`src/rtl/sd_cmd_framer_if.sv`:
```
// sd_cmd_framer_if
// Bundles the request side (start, cmd_idx, cmd_arg) and the transmitter
// side (tx_oe, tx_load, tx_byte) of the SD command framer, together with
// its status outputs (busy, done, crc_out).
//   master : drives the request, observes transmitter feed and status
//   slave  : the framer itself
interface sd_cmd_framer_if;
  logic        start;
  logic [5:0]  cmd_idx;
  logic [31:0] cmd_arg;
  logic        tx_oe;
  logic        tx_load;
  logic [7:0]  tx_byte;
  logic        busy;
  logic        done;
  logic [6:0]  crc_out;

  modport master (
    output start, cmd_idx, cmd_arg,
    input  tx_oe, tx_load, tx_byte, busy, done, crc_out
  );

  modport slave (
    input  start, cmd_idx, cmd_arg,
    output tx_oe, tx_load, tx_byte, busy, done, crc_out
  );
endinterface

```
`src/rtl/sd_cmd_framer.sv`:
```
// sd_cmd_framer
// Builds a 48-bit SD command frame {01, cmd_idx, cmd_arg, crc7, 1} and feeds
// it to the CMD line transmitter one byte every 8 clocks (tx_load pulse with
// the byte on tx_byte, tx_oe held high). CRC7 (x^7+x^3+1) is accumulated one
// bit per clock during the first 40 frame cycles, so the final byte can carry
// it without extra latency. After the frame, tx_oe stays high for TAIL_CYCLES
// clocks so the transmitter refills with ones; done pulses on the last one.
// Ports:
//   clk   : clock, state changes on posedge (transmitter samples on negedge)
//   reset : asynchronous, active-high
//   bus   : sd_cmd_framer_if.slave (start/cmd_idx/cmd_arg in,
//           tx_oe/tx_load/tx_byte/busy/done/crc_out out)
module sd_cmd_framer #(
  parameter int TAIL_CYCLES = 8
) (
  input logic             clk,
  input logic             reset,
  sd_cmd_framer_if.slave  bus
);

  localparam logic [7:0] TAIL_LAST = 8'(TAIL_CYCLES - 1);

  typedef enum logic [1:0] {
    IDLE,
    FRAME,
    TAIL
  } state_t;

  state_t      state;
  logic [5:0]  bit_cnt;
  logic [7:0]  tail_cnt;
  logic [5:0]  idx_q;
  logic [31:0] arg_q;
  logic [6:0]  crc;

  logic [39:0] frame_bits;
  logic        cur_bit;
  logic        fb;
  logic [6:0]  crc_next;
  logic [7:0]  next_byte;

  assign frame_bits = {2'b01, idx_q, arg_q};

  // CRC step for the frame bit of the current cycle. Bit c of the frame is
  // frame_bits[39-c]; beyond the CRC-covered region the value is unused.
  always_comb begin
    cur_bit  = 1'b1;
    if (bit_cnt < 6'd40) begin
      cur_bit = frame_bits[6'd39 - bit_cnt];
    end
    fb       = cur_bit ^ crc[6];
    crc_next = {crc[5:3], crc[2] ^ fb, crc[1:0], fb};
  end

  // Byte to present at the next load. It is selected one cycle early
  // (when bit_cnt[2:0]==7) because outputs are registered; for the last
  // byte this uses crc_next, which already includes frame bit 39.
  always_comb begin
    next_byte = 8'hFF;
    case (bit_cnt[5:3])
      3'd0:    next_byte = arg_q[31:24];
      3'd1:    next_byte = arg_q[23:16];
      3'd2:    next_byte = arg_q[15:8];
      3'd3:    next_byte = arg_q[7:0];
      3'd4:    next_byte = {crc_next, 1'b1};
      default: next_byte = 8'hFF;
    endcase
  end

  // Main FSM. All transmitter-facing outputs are registered here so they
  // settle right after posedge, well before the transmitter's negedge sample.
  always_ff @(posedge clk or posedge reset) begin
    if (reset) begin
      state       <= IDLE;
      bit_cnt     <= 6'd0;
      tail_cnt    <= 8'd0;
      idx_q       <= 6'd0;
      arg_q       <= 32'd0;
      crc         <= 7'd0;
      bus.tx_oe   <= 1'b0;
      bus.tx_load <= 1'b0;
      bus.tx_byte <= 8'hFF;
      bus.busy    <= 1'b0;
      bus.done    <= 1'b0;
      bus.crc_out <= 7'd0;
    end else begin
      case (state)
        IDLE: begin
          bus.tx_oe   <= 1'b0;
          bus.tx_load <= 1'b0;
          bus.tx_byte <= 8'hFF;
          bus.busy    <= 1'b0;
          bus.done    <= 1'b0;
          if (bus.start) begin
            idx_q       <= bus.cmd_idx;
            arg_q       <= bus.cmd_arg;
            crc         <= 7'd0;
            bit_cnt     <= 6'd0;
            state       <= FRAME;
            bus.tx_oe   <= 1'b1;
            bus.busy    <= 1'b1;
            bus.tx_load <= 1'b1;
            bus.tx_byte <= {2'b01, bus.cmd_idx};
          end
        end

        FRAME: begin
          if (bit_cnt < 6'd40) begin
            crc <= crc_next;
          end
          // crc holds the finished CRC throughout cycle 40
          if (bit_cnt == 6'd40) begin
            bus.crc_out <= crc;
          end
          if (bit_cnt == 6'd47) begin
            state       <= TAIL;
            tail_cnt    <= 8'd0;
            bus.tx_load <= 1'b0;
            bus.tx_byte <= 8'hFF;
            bus.done    <= (TAIL_LAST == 8'd0);
          end else begin
            bit_cnt <= bit_cnt + 6'd1;
            if (bit_cnt[2:0] == 3'd7) begin
              bus.tx_load <= 1'b1;
              bus.tx_byte <= next_byte;
            end else begin
              bus.tx_load <= 1'b0;
              bus.tx_byte <= 8'hFF;
            end
          end
        end

        TAIL: begin
          if (tail_cnt == TAIL_LAST) begin
            state     <= IDLE;
            bus.tx_oe <= 1'b0;
            bus.busy  <= 1'b0;
            bus.done  <= 1'b0;
          end else begin
            tail_cnt <= tail_cnt + 8'd1;
            bus.done <= ((tail_cnt + 8'd1) == TAIL_LAST);
          end
        end

        default: begin
          state <= IDLE;
        end
      endcase
    end
  end

endmodule

```
`src/flat_wrapper.sv`:
```
// flat-port wrapper written by rule: the top's interface ports become plain ports
module sd_cmd_framer_flat 
#(
  parameter int TAIL_CYCLES = 8
)
  (clk, reset, bus_start, bus_cmd_idx, bus_cmd_arg, bus_tx_oe, bus_tx_load, bus_tx_byte, bus_busy, bus_done, bus_crc_out);
  sd_cmd_framer_if bus_i ();
  input logic clk;
  input logic reset;
  input wire logic [$bits(bus_i.start)-1:0] bus_start;
  input wire logic [$bits(bus_i.cmd_idx)-1:0] bus_cmd_idx;
  input wire logic [$bits(bus_i.cmd_arg)-1:0] bus_cmd_arg;
  output wire logic [$bits(bus_i.tx_oe)-1:0] bus_tx_oe;
  output wire logic [$bits(bus_i.tx_load)-1:0] bus_tx_load;
  output wire logic [$bits(bus_i.tx_byte)-1:0] bus_tx_byte;
  output wire logic [$bits(bus_i.busy)-1:0] bus_busy;
  output wire logic [$bits(bus_i.done)-1:0] bus_done;
  output wire logic [$bits(bus_i.crc_out)-1:0] bus_crc_out;
  assign bus_i.start = bus_start;
  assign bus_i.cmd_idx = bus_cmd_idx;
  assign bus_i.cmd_arg = bus_cmd_arg;
  assign bus_tx_oe = bus_i.tx_oe;
  assign bus_tx_load = bus_i.tx_load;
  assign bus_tx_byte = bus_i.tx_byte;
  assign bus_busy = bus_i.busy;
  assign bus_done = bus_i.done;
  assign bus_crc_out = bus_i.crc_out;
  sd_cmd_framer #(.TAIL_CYCLES(TAIL_CYCLES)) u_core (.clk(clk), .reset(reset), .bus(bus_i));
endmodule
```
`config.mk`:
```
export PLATFORM = sky130hd
export DESIGN_NAME = sd_cmd_framer_flat
export DESIGN_NICKNAME = d
export VERILOG_FILES = /design/src/rtl/sd_cmd_framer_if.sv /design/src/rtl/sd_cmd_framer.sv /design/src/flat_wrapper.sv
export SDC_FILE = /design/constraint.sdc
export NUM_CORES = 1
export LEC_CHECK = 0
export CAP_MARGIN = 15
export CORE_MARGIN = 1
export CORE_UTILIZATION = 49
export DETAILED_ROUTE_END_ITERATION = 10
export PLACE_DENSITY = 0.72
export SYNTH_ARGS = -nofsm -noshare
export SYNTH_HDL_FRONTEND = slang
export SYNTH_SLANG_ARGS = --single-unit
```
`constraint.sdc`:
```
create_clock -name clk -period 2.4 [get_ports clk]
set_input_delay 0.36 -clock clk [delete_from_list [all_inputs] [get_ports clk]]
set_output_delay 0.36 -clock clk [all_outputs]
set_load 0.05 [all_outputs]
```
Yosys cells after proc, flatten, opt, wreduce, memory -nomap -nowiden. Cells that the tools add are included. W data, S select, Z words.

Bits in registers: 79. Bits in latches: 0. Bits in writable memories: 0. Bits in read-only memories: 0. Input port bits: 41. Memories kept: 0.

Add/sub/neg operators: 3. Multipliers: 0. Divide/modulo/power cells: 0. Order comparisons: 2. Equal/unequal tests: 17. Shift operators: 0. Mux-type cells: 30. Bitwise logic cells: 2. Reduce and logical (&&, ||, !) cells: 14.

Operators by type and width (count): $mux W8 (5); $pmux W8 S5 (1); $pmux W8 S2 (2); $eq A8 B3 Y1 const B (2); $mux W7 (2); $pmux W7 S2 (1); $eq A6 B6 Y1 const B (2); $mux W6 (2); $pmux W6 S2 (1); $reduce_and A3 Y1 (4); $add A8 B1 Y8 const B (1); $mux W1 (8); $reduce_and A2 Y1 (4); $lt A6 B7 Y1 const B (1); $add A6 B1 Y6 const B (1); $bmux W1 S6 (1); $eq A3 B2 Y1 const B (2); $eq A3 B3 Y1 const B (2); $lt A6 B6 Y1 const B (1); $mux W2 (3); $ne A2 B1 Y1 const B (3); $ne A2 B2 Y1 const B (3); $pmux W2 S3 (1); $reduce_bool A2 Y1 (3); 10 further kinds (12).

Depth between registers and ports, before layout.
Depth after elaboration: 10. Gate-level depth with buffers: 10. Mapped depth without buffers: 8.

Worst setup path after synthesis. Ideal clock, no wire load.

Path kind: register to register. Start: reg u_core.bit_cnt[3]. End: reg u_core.crc[3]. Library setup time: 0.126 ns. Arrival: 2.258 ns. Required time: 2.274 ns. Path slack: 0.016 ns. Cell stages (with the launch flop): 10. Path buffers: 1. Cell sequence: dfrtp_1 > buf_6 > inv_1 > ha_1 > ha_1 > a311oi_1 > a31o_1 > or4_4 > and4_4 > a221o_1.

Cells in the longest elaborated chain, start to end: 8. Elaborated cells between the ends (all ways): 11. Those cells by class: add/sub (1); order compare (1); eq/ne (1); mux (5); bitwise (2); reduce/logical (1).

Ends and longest elaborated chain: start: declaration (RTL line sd_cmd_framer.sv:30) `logic [5:0] bit_cnt;`; start signal: assignment (RTL line sd_cmd_framer.sv:122) `bit_cnt <= bit_cnt + 6'd1;`; $sub A6 B6 Y6 (RTL line sd_cmd_framer.sv:49) `cur_bit = frame_bits[6'd39 - bit_cnt];`; $bmux W1 S6 (RTL line sd_cmd_framer.sv:49); $mux W1 (implied by the code) (RTL line sd_cmd_framer.sv:49); $mux W1 (RTL line sd_cmd_framer.sv:48) `if (bit_cnt < 6'd40) begin`; $xor A1 B1 Y1 (RTL line sd_cmd_framer.sv:51) `fb = cur_bit ^ crc[6];`; $xor A1 B1 Y1 (RTL line sd_cmd_framer.sv:52) `crc_next = {crc[5:3], crc[2] ^ fb, crc[1:0], fb};`; $mux W7 (RTL line sd_cmd_framer.sv:108) `if (bit_cnt < 6'd40) begin`; $pmux W7 S2 (RTL line sd_cmd_framer.sv:87) `case (state)`; end signal: assignment (RTL line sd_cmd_framer.sv:109) `crc <= crc_next;`; end: declaration (RTL line sd_cmd_framer.sv:34) `logic [6:0] crc;`.

Parallel ways exist; a longest one is shown, timed or not. The select of a mux whose other input is x is not followed. A chain may end at the register's enable or synchronous reset.

Worst setup path after layout.
Start: reg u_core.bit_cnt[1]. End: reg u_core.crc[3].

Same word-level chain as after synthesis.

==> impl_metrics.csv <==
group,metric,value,unit
outcome,outcome,"finished, violations left",
outcome,violations,"negative setup slack",
grt,grt_max_degree,80,
yosys,avgSynthCellArea,11.0,um2
setup_path,path_delay_family,"simple AND/OR/NAND/NOR gates",
setup_path,crit_chain,"mux2_4, or3_1, a31o_1, or4_4, and4_4, a221o_1",
yosys,synth_top_area_share,42.4,%
clock_network,clkTransAtPathRegs,0.09,ns
floorplan,num_io_pins,60,
routing,drtPass1Iterations,6,
finish,diodes,0,
clock_network,htree_levels,3,
setup_path,timing.critical_path.buf_inv,0,
floorplan,die_x,94.5,um
yosys,yosysSeqAreaShare,47.4,%
setup_path,crit_path_max_incr_delay,0.55,ns
yosys,synthTopCellsByArea,"dfrtp_1 42%, mux2_2 13%, dfstp_2 5.0%",
floorplan,die_y,94.5,um
setup_path,start_kind,"flop",
floorplan,die_area,8920,um2
timing,finalHoldViolations,0,
floorplan,fp.coreArea,8260,um2
clock_network,clock_sinks,79,
yosys,synth-edff-count,0,
pwr,p_leak,0.00223,uW
finish,final_area,5350,um2
setup_path,crit_type,"flop to flop",
setup_path,worst_r2r_endpoint,"u_core.crc[3]",
routing,drt_iter0_markers,235,
setup_path,r2r_cells,6,
floorplan,num_rows,33,
clock_network,clockBufferDepth,2,
timing,worst_pin_slew,0.563,ns
job,cap_violations,0,
timing,setup_ws,-0.00876,ns
yosys,ys_types,59,
worst_hold_path,min-delay-path-class,"input port to asynchronous set/reset pin",
timing,fmax,415,MHz
grt,gr-usage-all-layers,24.2,%
grt,grt_first_pass_wirelength,16400,um
setup_path,path_max_fanout,5,
placement,hpwl,7460,um
yosys,ys_ff_latch,79,
routing,vias,3364,
finish,postLayoutCoreUtil,64.8,%
yosys,syn-cell-area,4190,um2
yosys,synthFlopType,"dfrtp_1",
grt,antenna_found_initial,0,
routing,routed_via_density,5.88,
yosys,ys_async_sr_fraction,100,%
timing,final.min_clock_period,2.41,ns
yosys,synth_top_area_cell,"dfrtp_1",
placement,dp_slack,0.0323,ns
finish,drive_gt1_share,26.3,%
routing,drt-total-wl,9940,um
finish,area_delta_synth_final,27.7,%
setup_path,r2r_slack,-0.009,ns
timing,timing.final.crit_share,100,%
setup_path,rr_startpoint,"u_core.bit_cnt[1]",
routing,wire_per_inst,17.4,um
clock_network,clk-insertion-delay-late,0.36,ns
clock_network,numCtsBuffers,9,
routing,drc,0,
setup_path,crit_required,2.64,ns
clock_network,cts-root-buf,"clkbuf_8",
placement,dpl_cell_area,5050,um2
yosys,synth_warnings,0,
setup_path,crit_path_end_kind,"flop",
yosys,synthCells,380,
pwr,irDropWorstVdd,0.000606,V
yosys,syn-num-nets,435,
timing,drv_slew,0,
timing,setup_viol,1,
clock_network,cts_tree,"yes",
finish,final_net_count,517,
grt,gr-total-overflow,0,
setup_path,cp_slowest_cell,"or4_4",
setup_path,arrival,2.65,ns
timing,rsz0062_at_grt,"yes",
routing,antenna_left,0,
placement,place_congestion,0.986,
timing,slew-limit-headroom,61.5,%
finish,layout_common_cells,"71 x dfrtp_1, 59 x clkdlybuf4s50_1, 47 x mux2_2, 31 x buf_4, 28 x nand2_1",
grt,grt_pass1_vias,3336,
setup_path,crit_path_start,"u_core.bit_cnt[1]",
timing,clock_skew,0.0146,ns
pwr,power.density,1090,nW/um2
placement,port_buffers,59,
finish,layout_commonest_cell,"dfrtp_1",
floorplan,start_util,50.7,%
pwr,power,5850,uW
==> area by class of cell <==
type	instances	area, um2
Fill cell	689	2910
Multi-Input combinational cell	266	2080
Sequential cell	79	1990
Timing Repair Buffer	93	875
Clock buffer	10	138
Tap cell	105	131
Clock inverter	6	93.8
Inverter	13	48.8
==> metrics by stage <==
stage / std cells / hold WS (ns) / setup TNS [ns]
after CTS: 568 / 0.427 / 0
after detailed placement: 552 / 0.494 / 0
after global placement: 552 / 0.462 / 0
after floorplan: 380 / 0.479 / 0
after global routing: 572 / 0.448 / -0.0618
final: 572 / 0.419 / -0.00876
==> registers in the layout, indices dropped and copies added, names as in the netlist <==
signal and cells:
u_core.crc 7, u_core.bus.tx_byte 8, u_core.bus.crc_out 7, u_core.bit_cnt 6, u_core.bus.tx_oe 1, u_core.bus.tx_load 1, u_core.arg_q 32, u_core.idx_q 6
u_core.tail_cnt 8, u_core.state 2, u_core.bus.done 1
==> where the power goes <==
| group | total, uW | internal [uW] | switching (uW) |
|---|---|---|---|
| combinational | 2520 | 1280 | 1240 |
| clock | 1120 | 619 | 504 |
| sequential | 2210 | 1800 | 412 |
==> worst register-to-register path, cell delays in order, from the launching register on <==
cell and delay (ns):
dfrtp_1 0.40, mux2_4 0.29, or3_1 0.34, a31o_1 0.25, or4_4 0.55, and4_4 0.20
a221o_1 0.25
==> Yosys cell counts, types with 3 or more instances <==
cell and number:
a21oi_1 12, dfrtp_1 71, a221o_1 3, a222oi_1 8, dfstp_2 8, nor2_1 26, nand2_1 28, xor2_1 3
buf_1 4, mux4_2 5, inv_1 13, xnor2_1 3, a311oi_1 3, nor2b_1 3, a22oi_1 6, nand3_1 10
nand2b_1 3, mux2_2 47, o21ai_1 8, buf_6 3, o31ai_1 4, clkbuf_1 12, nand4_1 5, nor3_1 5
o22ai_1 6, o21ai_0 21, ha_1 14, mux2i_1 6, nand3b_1 4
==> routing by layer <==
layer / global-route usage (%) / vias up / share of wire, %
met1: 32.3 / 1622 / 44
met3: 3.86 / 25 / 5.7
li1: - / 1580 / -
met2: 38.6 / 137 / 47
met5: 0 / - / 0
met4: 10.9 / 0 / 3.1
==> what timing repair did <==
item                                    CTS  global route
buffers inserted                          0             4
gates resized for setup                   0             6
endpoints found under the hold margin     0             0
hold buffers                              0             0
endpoints found under the setup margin    0             4
==> worst max-delay path by stage <==
| stage | to | slack, ns | depth (start not counted) |
|---|---|---|---|
| after floorplan | u_core.crc[3] | 0.02 | 9 |
| after CTS | u_core.crc[3] | 0.02 | 6 |
| after global placement | u_core.crc[3] | 0.07 | 7 |
| after detailed placement | u_core.crc[3] | 0.03 | 7 |
| final | u_core.crc[3] | -0.009 | 6 |
| after global routing | u_core.crc[3] | -0.05 | 6 |
==> kinds of logic (layout without fill, tap and decap cells) <==
logic type      count (synthesis)  after routing  share of synthesized area [%]
compound gates                 91             91                           15.2
buf+inv                        35            122                           3.82
xor+xnor                        6              6                           1.25
simple gates                   96             96                           11.0
fa+ha+maj                      14             14                           4.18
flops                          79             79                           47.4
mux                            59             59                           17.1
No activity file was read; power rests on OpenSTA's default activity.
